## config.mk

```make
export PLATFORM = sky130hd
export DESIGN_NAME = alu_execute_unit
export DESIGN_NICKNAME = d
export VERILOG_FILES = /design/src/rtl/cpu_pkg.sv /design/src/rtl/shift_add_mul.sv /design/src/rtl/alu_execute_unit.sv
export SDC_FILE = /design/constraint.sdc
export NUM_CORES = 1
export LEC_CHECK = 0
export BUFFER_PORTS_ARGS = -buffer_cell sky130_fd_sc_hd__buf_2
export CAP_MARGIN = 20
export CORE_MARGIN = 1.5
export CORE_UTILIZATION = 60
export DETAILED_ROUTE_END_ITERATION = 6
export GPL_TIMING_DRIVEN = 1
export PLACE_DENSITY = 0.79
export SETUP_SLACK_MARGIN = 0.3
export SLEW_MARGIN = 5
export SYNTH_ARGS = -nofsm -noshare
export SYNTH_HDL_FRONTEND = slang
export SYNTH_SLANG_ARGS = --single-unit
export TNS_END_PERCENT = 10
```

## constraint.sdc

```tcl
create_clock -name clk -period 7.18 [get_ports clk]
set_input_delay 0.359 -clock clk [delete_from_list [all_inputs] [get_ports clk]]
set_output_delay 0.359 -clock clk [all_outputs]
set_load 0.1 [all_outputs]
```

## src/rtl/cpu_pkg.sv

```systemverilog
// Shared CPU types: opcodes, execute-stage states, widths.
// Used by the execute unit and by the decoder/sequencer.
package cpu_pkg;

  localparam int DATA_W     = 8;
  localparam int REG_ADDR_W = 2;

  typedef enum logic [2:0] {
    OP_ADD  = 3'b000,
    OP_SUB  = 3'b001,
    OP_AND  = 3'b010,
    OP_OR   = 3'b011,
    OP_XOR  = 3'b100,
    OP_SHL  = 3'b101,
    OP_MUL  = 3'b110,
    OP_MOVB = 3'b111
  } op_t;

  typedef enum logic [1:0] {
    IDLE = 2'b00,
    MUL  = 2'b01,
    WB   = 2'b10
  } exec_state_t;

endpackage

```

## src/rtl/shift_add_mul.sv

```systemverilog
// Iterative 8x8 unsigned shift-add multiplier, 8 cycles.
// Ports: clk, reset, start (load operands), multiplicand,
// multiplier, done (last iteration cycle), product.
module shift_add_mul
  import cpu_pkg::*;
(
  input  logic                  clk,
  input  logic                  reset,
  input  logic                  start,
  input  logic [DATA_W-1:0]     multiplicand,
  input  logic [DATA_W-1:0]     multiplier,
  output logic                  done,
  output logic [2*DATA_W-1:0]   product
);

  logic [2*DATA_W-1:0] acc;
  logic [2*DATA_W-1:0] mcand;
  logic [DATA_W-1:0]   mplier;
  logic [2:0]          iter;
  logic                active;

  always_ff @(posedge clk or posedge reset) begin
    if (reset) begin
      acc    <= '0;
      mcand  <= '0;
      mplier <= '0;
      iter   <= '0;
      active <= 1'b0;
    end else if (start) begin
      acc    <= '0;
      mcand  <= {{DATA_W{1'b0}}, multiplicand};
      mplier <= multiplier;
      iter   <= '0;
      active <= 1'b1;
    end else if (active) begin
      if (mplier[0]) begin
        acc <= acc + mcand;
      end
      mcand  <= mcand << 1;
      mplier <= mplier >> 1;
      iter   <= iter + 3'd1;
      // Counter wrapping 7->0 ends the run.
      if (iter == 3'd7) begin
        active <= 1'b0;
      end
    end
  end

  // High during the final iteration; product is
  // complete after the edge that ends this cycle.
  assign done    = active && (iter == 3'd7);
  assign product = acc;

endmodule

```

## src/rtl/alu_execute_unit.sv

```systemverilog
// Execute stage: 8-bit ALU plus iterative MUL, driving RF write port.
// Ports: clk, reset, start/op/aIn/bIn/destIn command, busy,
// result, writeAddress, writeEnable, zeroFlag, carryFlag.
module alu_execute_unit
  import cpu_pkg::*;
(
  input  logic                  clk,
  input  logic                  reset,
  input  logic                  start,
  input  logic [2:0]            op,
  input  logic [DATA_W-1:0]     aIn,
  input  logic [DATA_W-1:0]     bIn,
  input  logic [REG_ADDR_W-1:0] destIn,
  output logic                  busy,
  output logic [DATA_W-1:0]     result,
  output logic [REG_ADDR_W-1:0] writeAddress,
  output logic                  writeEnable,
  output logic                  zeroFlag,
  output logic                  carryFlag
);

  exec_state_t           state;
  op_t                   opIn;
  op_t                   opReg;
  logic [REG_ADDR_W-1:0] destReg;
  logic [DATA_W-1:0]     workResult;
  logic                  workCarry;
  logic [DATA_W-1:0]     resultReg;
  logic                  zeroReg;
  logic                  carryReg;

  logic [DATA_W:0]       sum9;
  logic [DATA_W:0]       diff9;
  logic [DATA_W-1:0]     aluRes;
  logic                  aluCarry;
  logic [DATA_W-1:0]     wbResult;
  logic                  wbCarry;

  logic                  accept;
  logic                  mulStart;
  logic                  mulDone;
  logic [2*DATA_W-1:0]   product;

  assign opIn     = op_t'(op);
  assign accept   = (state == IDLE) && start;
  assign mulStart = accept && (opIn == OP_MUL);

  shift_add_mul uMul (
    .clk          (clk),
    .reset        (reset),
    .start        (mulStart),
    .multiplicand (aIn),
    .multiplier   (bIn),
    .done         (mulDone),
    .product      (product)
  );

  assign sum9  = {1'b0, aIn} + {1'b0, bIn};
  // Bit 8 of the 9-bit difference is the borrow (a < b).
  assign diff9 = {1'b0, aIn} - {1'b0, bIn};

  always_comb begin
    aluRes   = '0;
    aluCarry = 1'b0;
    unique case (opIn)
      OP_ADD: begin
        aluRes   = sum9[DATA_W-1:0];
        aluCarry = sum9[DATA_W];
      end
      OP_SUB: begin
        aluRes   = diff9[DATA_W-1:0];
        aluCarry = diff9[DATA_W];
      end
      OP_AND:  aluRes = aIn & bIn;
      OP_OR:   aluRes = aIn | bIn;
      OP_XOR:  aluRes = aIn ^ bIn;
      OP_SHL: begin
        aluRes   = {aIn[DATA_W-2:0], 1'b0};
        aluCarry = aIn[DATA_W-1];
      end
      OP_MUL:  aluRes = '0;
      OP_MOVB: aluRes = bIn;
    endcase
  end

  // MUL results come straight from the multiplier.
  always_comb begin
    wbResult = workResult;
    wbCarry  = workCarry;
    if (opReg == OP_MUL) begin
      wbResult = product[DATA_W-1:0];
      wbCarry  = |product[2*DATA_W-1:DATA_W];
    end
  end

  always_ff @(posedge clk or posedge reset) begin
    if (reset) begin
      state      <= IDLE;
      opReg      <= OP_ADD;
      destReg    <= '0;
      workResult <= '0;
      workCarry  <= 1'b0;
      resultReg  <= '0;
      zeroReg    <= 1'b0;
      carryReg   <= 1'b0;
    end else begin
      unique case (state)
        IDLE: begin
          if (start) begin
            opReg      <= opIn;
            destReg    <= destIn;
            workResult <= aluRes;
            workCarry  <= aluCarry;
            state      <= (opIn == OP_MUL) ? MUL : WB;
          end
        end
        MUL: begin
          if (mulDone) begin
            state <= WB;
          end
        end
        WB: begin
          resultReg <= wbResult;
          zeroReg   <= (wbResult == '0);
          carryReg  <= wbCarry;
          state     <= IDLE;
        end
        default: state <= IDLE;
      endcase
    end
  end

  // Write-back data is visible during WB, then held.
  assign result       = (state == WB) ? wbResult : resultReg;
  assign writeAddress = destReg;
  assign writeEnable  = (state == WB);
  assign busy         = (state != IDLE);
  assign zeroFlag     = zeroReg;
  assign carryFlag    = carryReg;

endmodule

```

# Word-level counts from Yosys, hierarchy flattened
# Cells that the tools add are included.
# Widths: inputs -> output; s select.
[op_classes]
add_sub_neg = 4
n_eq_ne = 13
n_mux = 21
bitwise = 3
n_reduce_logical = 13
[ops]
columns = ["op", "n"]
rows = [
  ["$mux 16", 5],
  ["$pmux 8 s8", 1],
  ["$mux 8", 4],
  ["$eq 3x3->1 const B", 6],
  ["$add 16x16->16", 1],
  ["$add 8x8->9", 1],
  ["$sub 8x8->9", 1],
  ["$and 8x8->8", 1],
  ["$logic_not 8->1", 1],
  ["$or 8x8->8", 1],
  ["$reduce_or 8->1", 1],
  ["$xor 8x8->8", 1],
  ["$eq 3x2->1 const B", 2],
  ["$mux 2", 3],
  ["$mux 3", 2],
  ["$reduce_and 2->1", 3],
  ["$reduce_bool 2->1", 3],
  ["$mux 1", 4],
  ["$ne 2x2->1 const B", 2],
  ["$pmux 2 s2", 1],
  ["$add 3x1->3 const B", 1],
  ["$eq 3x1->1 const B", 1],
  ["$logic_and 1x1->1", 3],
  ["$logic_not 3->1", 1],
  ["other kinds (4)", 4],
]
[totals]
register_bits = 70
in_bits = 24
output_inout_bits = 14
wordCells = 67

# Logic depth before layout (Yosys ltp)
[depth]
word_depth = 5
depth_mapped = 10
depth_no_buf = 10

# Hierarchy
# Synthesis repeated with hierarchy kept, for this count alone.
[hier_totals]
hier_cells = 579
area_unflattened_um2 = 5096.1
[modules_own_cells]
columns = ["mod", "instances", "cells_per_inst", "area_each_um2", "seq_area_each_um2"]
rows = [
  ["shift_add_mul", 1, 288, 2713.9, 1101.1],
  ["alu_execute_unit", 1, 291, 2382.3, 650.6],
]

# Worst setup path before layout
# OpenSTA, ideal clock, no wires.
[synth_timing]
path_type = "register to output"
startpoint = "reg opReg[2]"
endpoint = "out result[1]"
arrival_ns = 3.172
t_required_ns = 6.821
setup_slack_ns = 3.649
stages_incl_launch_ff = 5
path_buffers = 1
cell_sequence = "dfrtp_1 -> nand3b_1 -> buf_1 -> mux2i_1 -> o21ai_0"
[synth_between]
elab_chain_cells = 3
[synth_rtl]
columns = ["element", "line", "source"]
rows = [
  ["start: declaration", "alu_execute_unit.sv:24", "op_t opReg;"],
  ["start signal: assignment", "alu_execute_unit.sv:110", "opReg <= opIn;"],
  ["$eq 3x3->1", "alu_execute_unit.sv:90", "if (opReg == OP_MUL) begin"],
  ["$mux 8", "alu_execute_unit.sv:90", ""],
  ["$mux 8", "--", ""],
  ["end: declaration", "alu_execute_unit.sv:15", "output logic [DATA_W-1:0] result,"],
]
# No other way between the ends.

# Final worst setup path
[layout_timing]
startpoint = "reg state[0]"
endpoint = "reg uMul.acc[13] (netlist: uMul.product[13])"
[layout_between]
elab_chain_cells = 5
word_cells_on_any_way = 7
cone_classes = "1 x mux; 6 x reduce/logical"
[layout_rtl]
columns = ["element", "line", "source"]
rows = [
  ["start: declaration", "alu_execute_unit.sv:22", "exec_state_t state;"],
  ["start signal: assignment", "alu_execute_unit.sv:114", "state <= (opIn == OP_MUL) ? MUL : WB;"],
  ["$logic_not 2->1 (*)", "alu_execute_unit.sv:45", "assign accept = (state == IDLE) && start;"],
  ["$logic_and 1x1->1 (*)", "alu_execute_unit.sv:45", ""],
  ["$logic_and 1x1->1 (*)", "alu_execute_unit.sv:46", "assign mulStart = accept && (opIn == OP_MUL);"],
  ["$reduce_bool 2->1 (no line)", "--", ""],
  ["$reduce_and 2->1 (no line)", "--", ""],
  ["end signal: assignment", "shift_add_mul.sv:37", "acc <= acc + mcand;"],
  ["end: declaration", "shift_add_mul.sv:16", "logic [2*DATA_W-1:0] acc;"],
]
# Mark *: on every way between the ends. The rest lies on a longest branch, timed or not.
# A chain may end at the register's enable or synchronous reset.

==> key figures <==
Run status
  – Status: complete, no violations

Power
  – Worst vdd ir: 0.218 mV
  – Leakage power total: 2.61 nW
  – Total Power: 0.00202 W
  – Pwr Density: 383 nW/um^2

Setup path
  – CP Launch Type: flip-flop
  – Worst Path Max Fanout: 41
  – Worst Path Arrival: 3.20 ns
  – Required @ worst endpoint: 7.41 ns
  – CP delay by family, top: simple AND/OR/NAND/NOR gates
  – CP peak stage delay: 0.80 ns
  – Worst path buffer plus inverter count: 2
  – Worst Setup End Kind: flip-flop
  – Worst-path cell chain: nor2_1 > nand2_1 > nor3_2 > buf_6 > buf_4 > nor4_1 > a31oi_1 > nand3_1
  – Worst path slowest cell: nor3_2
  – WS Path Type: flip-flop to flip-flop

Clocking
  – Clock Sinks: 70
  – Cts repair resizes: 0
  – CTS clk-pin slew, worst paths: 0.08 ns
  – CTS H-tree depth: 3
  – Clock tree root buffer cell: clkbuf_8
  – CTS tree: built
  – Hold-fix buffers at CTS: 0
  – Clk_lat worst skew: 0.35 ns
  – CTS buffer count: 9
  – Clock Tree Buf Depth: 2
  – Post-CTS setup buffers: 0

STA
  – Unrepaired setup endpoints after global routing: no
  – Final period util: 0.413
  – Slew Limit Fails: 0
  – Fin worst setup slack: 4.22 ns
  – Final Hold Fails: 0
  – Maximum operating frequency: 337 MHz
  – Final hold slack: 0.196 ns
  – Final setup fails: 0
  – Slew margin rel.: 0.412
  – Final TNS setup: 0 ns
  – Clock Skew: 0.00795 ns
  – Min Tclk post-route: 2.96 ns
  – Slew at the pin closest to its max-slew limit: 0.883 ns

Floorplanning
  – Floorplan Core Area: 7770 sq um
  – Die area: 8600 sq um
  – Die W: 92.7 um
  – Top-Level Pins: 38
  – Site Rows: 32
  – Die Ht: 92.7 um
  – Initial core utilization: 0.622

Drt
  – Final wirelength: 11700 um
  – WL met2: 5310 um
  – Initial DRC count: 278
  – Top sig layer: met4
  – Drt wl/cell: 17.1 um
  – DRT antenna net count: 0
  – Routed vias/inst: 6.12
  – Routed via count: 4187
  – DR DRC count: 0
  – 1st-pass router iterations: 6
  – Metal-1 WL: 5240 um
  – Met3 wire len: 879 um

Cells and area
  – Ant. Diodes: 0
  – Layout area overhead: 9.40%
  – Fin area: 5290 sq um
  – # fillers: 619
  – Post-layout nets: 648
  – Layout cells sized above 1: 0.112

Run
  – Number of max-cap violations: 0

Logic synthesis
  – Asr flop ratio synth: 1.00
  – Area leader, netlist: dfrtp_1
  – Mapped Nets: 623
  – Gate Count Post-Synth: 554
  – Synth cell count leaders: nand2_1 (92), dfrtp_1 (70), o21ai_0 (56)
  – Syn Area/Cell: 8.72 sq um
  – Synthesized flop and latch total: 70
  – Synth warn: 0
  – Post-synth EDFFs: 0
  – Yosys cell types: 60
  – Top cell type's share of synthesized area: 0.363
  – Synth top area cells: dfrtp_1 (36%), ha_1 (11%), mux2i_1 (7.5%)
  – Most common cell in the netlist: nand2_1
  – Register area share after synthesis: 0.363
  – Top_reg_cell synth: dfrtp_1
  – Synthesized area: 4830 sq um

GRT
  – Pin count of the biggest net entering global routing: 71
  – Vias in the first global route: 4027
  – Gr usage total: 0.284
  – First-pass GRT wire length: 19200 um
  – Remaining Overflow, GRT: 0
  – Initial antenna violation count: 0

Place
  – Detailed-placement wirelength estimate: 8510 um
  – Pre-CTS WS: 3.95 ns
  – GPL Wtd Cong: 1.00
  – I/O Buffers: 37
  – Placed Area: 5060 sq um

Hold path
  – Hold crit path type: input port to flip-flop
[final timing paths]
check / startpoint / slack [ns] / cells past startpoint / endpoint
max: state[0]$_DFFE_PP0P_ / 4.22 / 8 / uMul.product[13]$_DFFE_PP0P_
min: destIn[1] / 0.20 / 3 / writeAddress[1]$_DFFE_PP0P_
max reg2reg: state[0]$_DFFE_PP0P_ / 4.22 / 8 / uMul.product[13]$_DFFE_PP0P_
min reg2reg: carryFlag$_DFFE_PP0P_ / 0.48 / 2 / carryFlag$_DFFE_PP0P_
max in group asynchronous: reset / 6.34 / 3 / uMul.iter[1]$_DFFE_PP0P_
min in group asynchronous: reset / 0.26 / 3 / uMul.product[8]$_DFFE_PP0P_
[worst min-delay path, delay by kind of cell]
kind	cells	cell delay, ns
buffers and inverters	1	0.07
and+or+nand+nor	2	0.08
[kinds of logic (layout without fill, tap and decap cells)]
| group | count (synthesis) | count (layout) | share of synthesized area |
|---|---|---|---|
| flops | 70 | 70 | 0.363 |
| simple gates | 164 | 164 | 0.146 |
| xor+xnor | 16 | 16 | 0.0290 |
| fa+ha+maj | 45 | 45 | 0.121 |
| compound gates | 160 | 160 | 0.208 |
| buf+inv | 60 | 88 | 0.0479 |
| mux | 39 | 39 | 0.0847 |
[layout make-up]
type                    count  area [sq um]  share of cell area
multi-input cells         424          2850               0.540
repair buffers             41           219              0.0414
clock buffers              10           138              0.0260
flip-flops and latches     70          1750               0.331
well taps                 102           128              0.0241
clock inverters             4          72.6              0.0137
inverters                  33           124              0.0234
[sequential cells by signal, indices dropped and copies added (netlist names)]
name,cells
opReg,3
uMul.active,1
carryFlag,1
workResult,8
zeroFlag,1
uMul.mcand,16
uMul.mplier,8
uMul.iter,3
uMul.product,16
resultReg,8
workCarry,1
writeAddress,2
state,2
[where the power goes]
part | switching [W] | leakage [nW] | total, W | internal (W)
Sequential | 0.000131 | 0.895 | 0.000676 | 0.000545
Clock | 0.000150 | 0.104 | 0.000351 | 0.000201
Combinational | 0.000668 | 1.62 | 0.000997 | 0.000329
[stage by stage]
stage	instances	utilization
final	684	0.680
after global routing	684	0.680
after CTS	683	0.679
after detailed placement	669	0.652
after global placement	669	0.652
after floorplan	554	-
[layout by cell type (no fill, tap or decap), types with 10 or more instances in the layout]
cell type  Yosys  final
dfrtp_1       70     70
a21oi_1       42     42
mux2i_1       36     36
inv_1         30     29
ha_1          42     42
clkbuf_8       0     10
buf_2          4     37
o21ai_0       56     56
nand2_1       92     92
nor2_1        29     29
[per-layer routing]
metal  track usage  vias up
met5             0        -
met4        0.0985        0
met3        0.0755       33
met2         0.442      172
met1         0.384     1968
li1              -     2014
(Power assumes the default switching activity.)
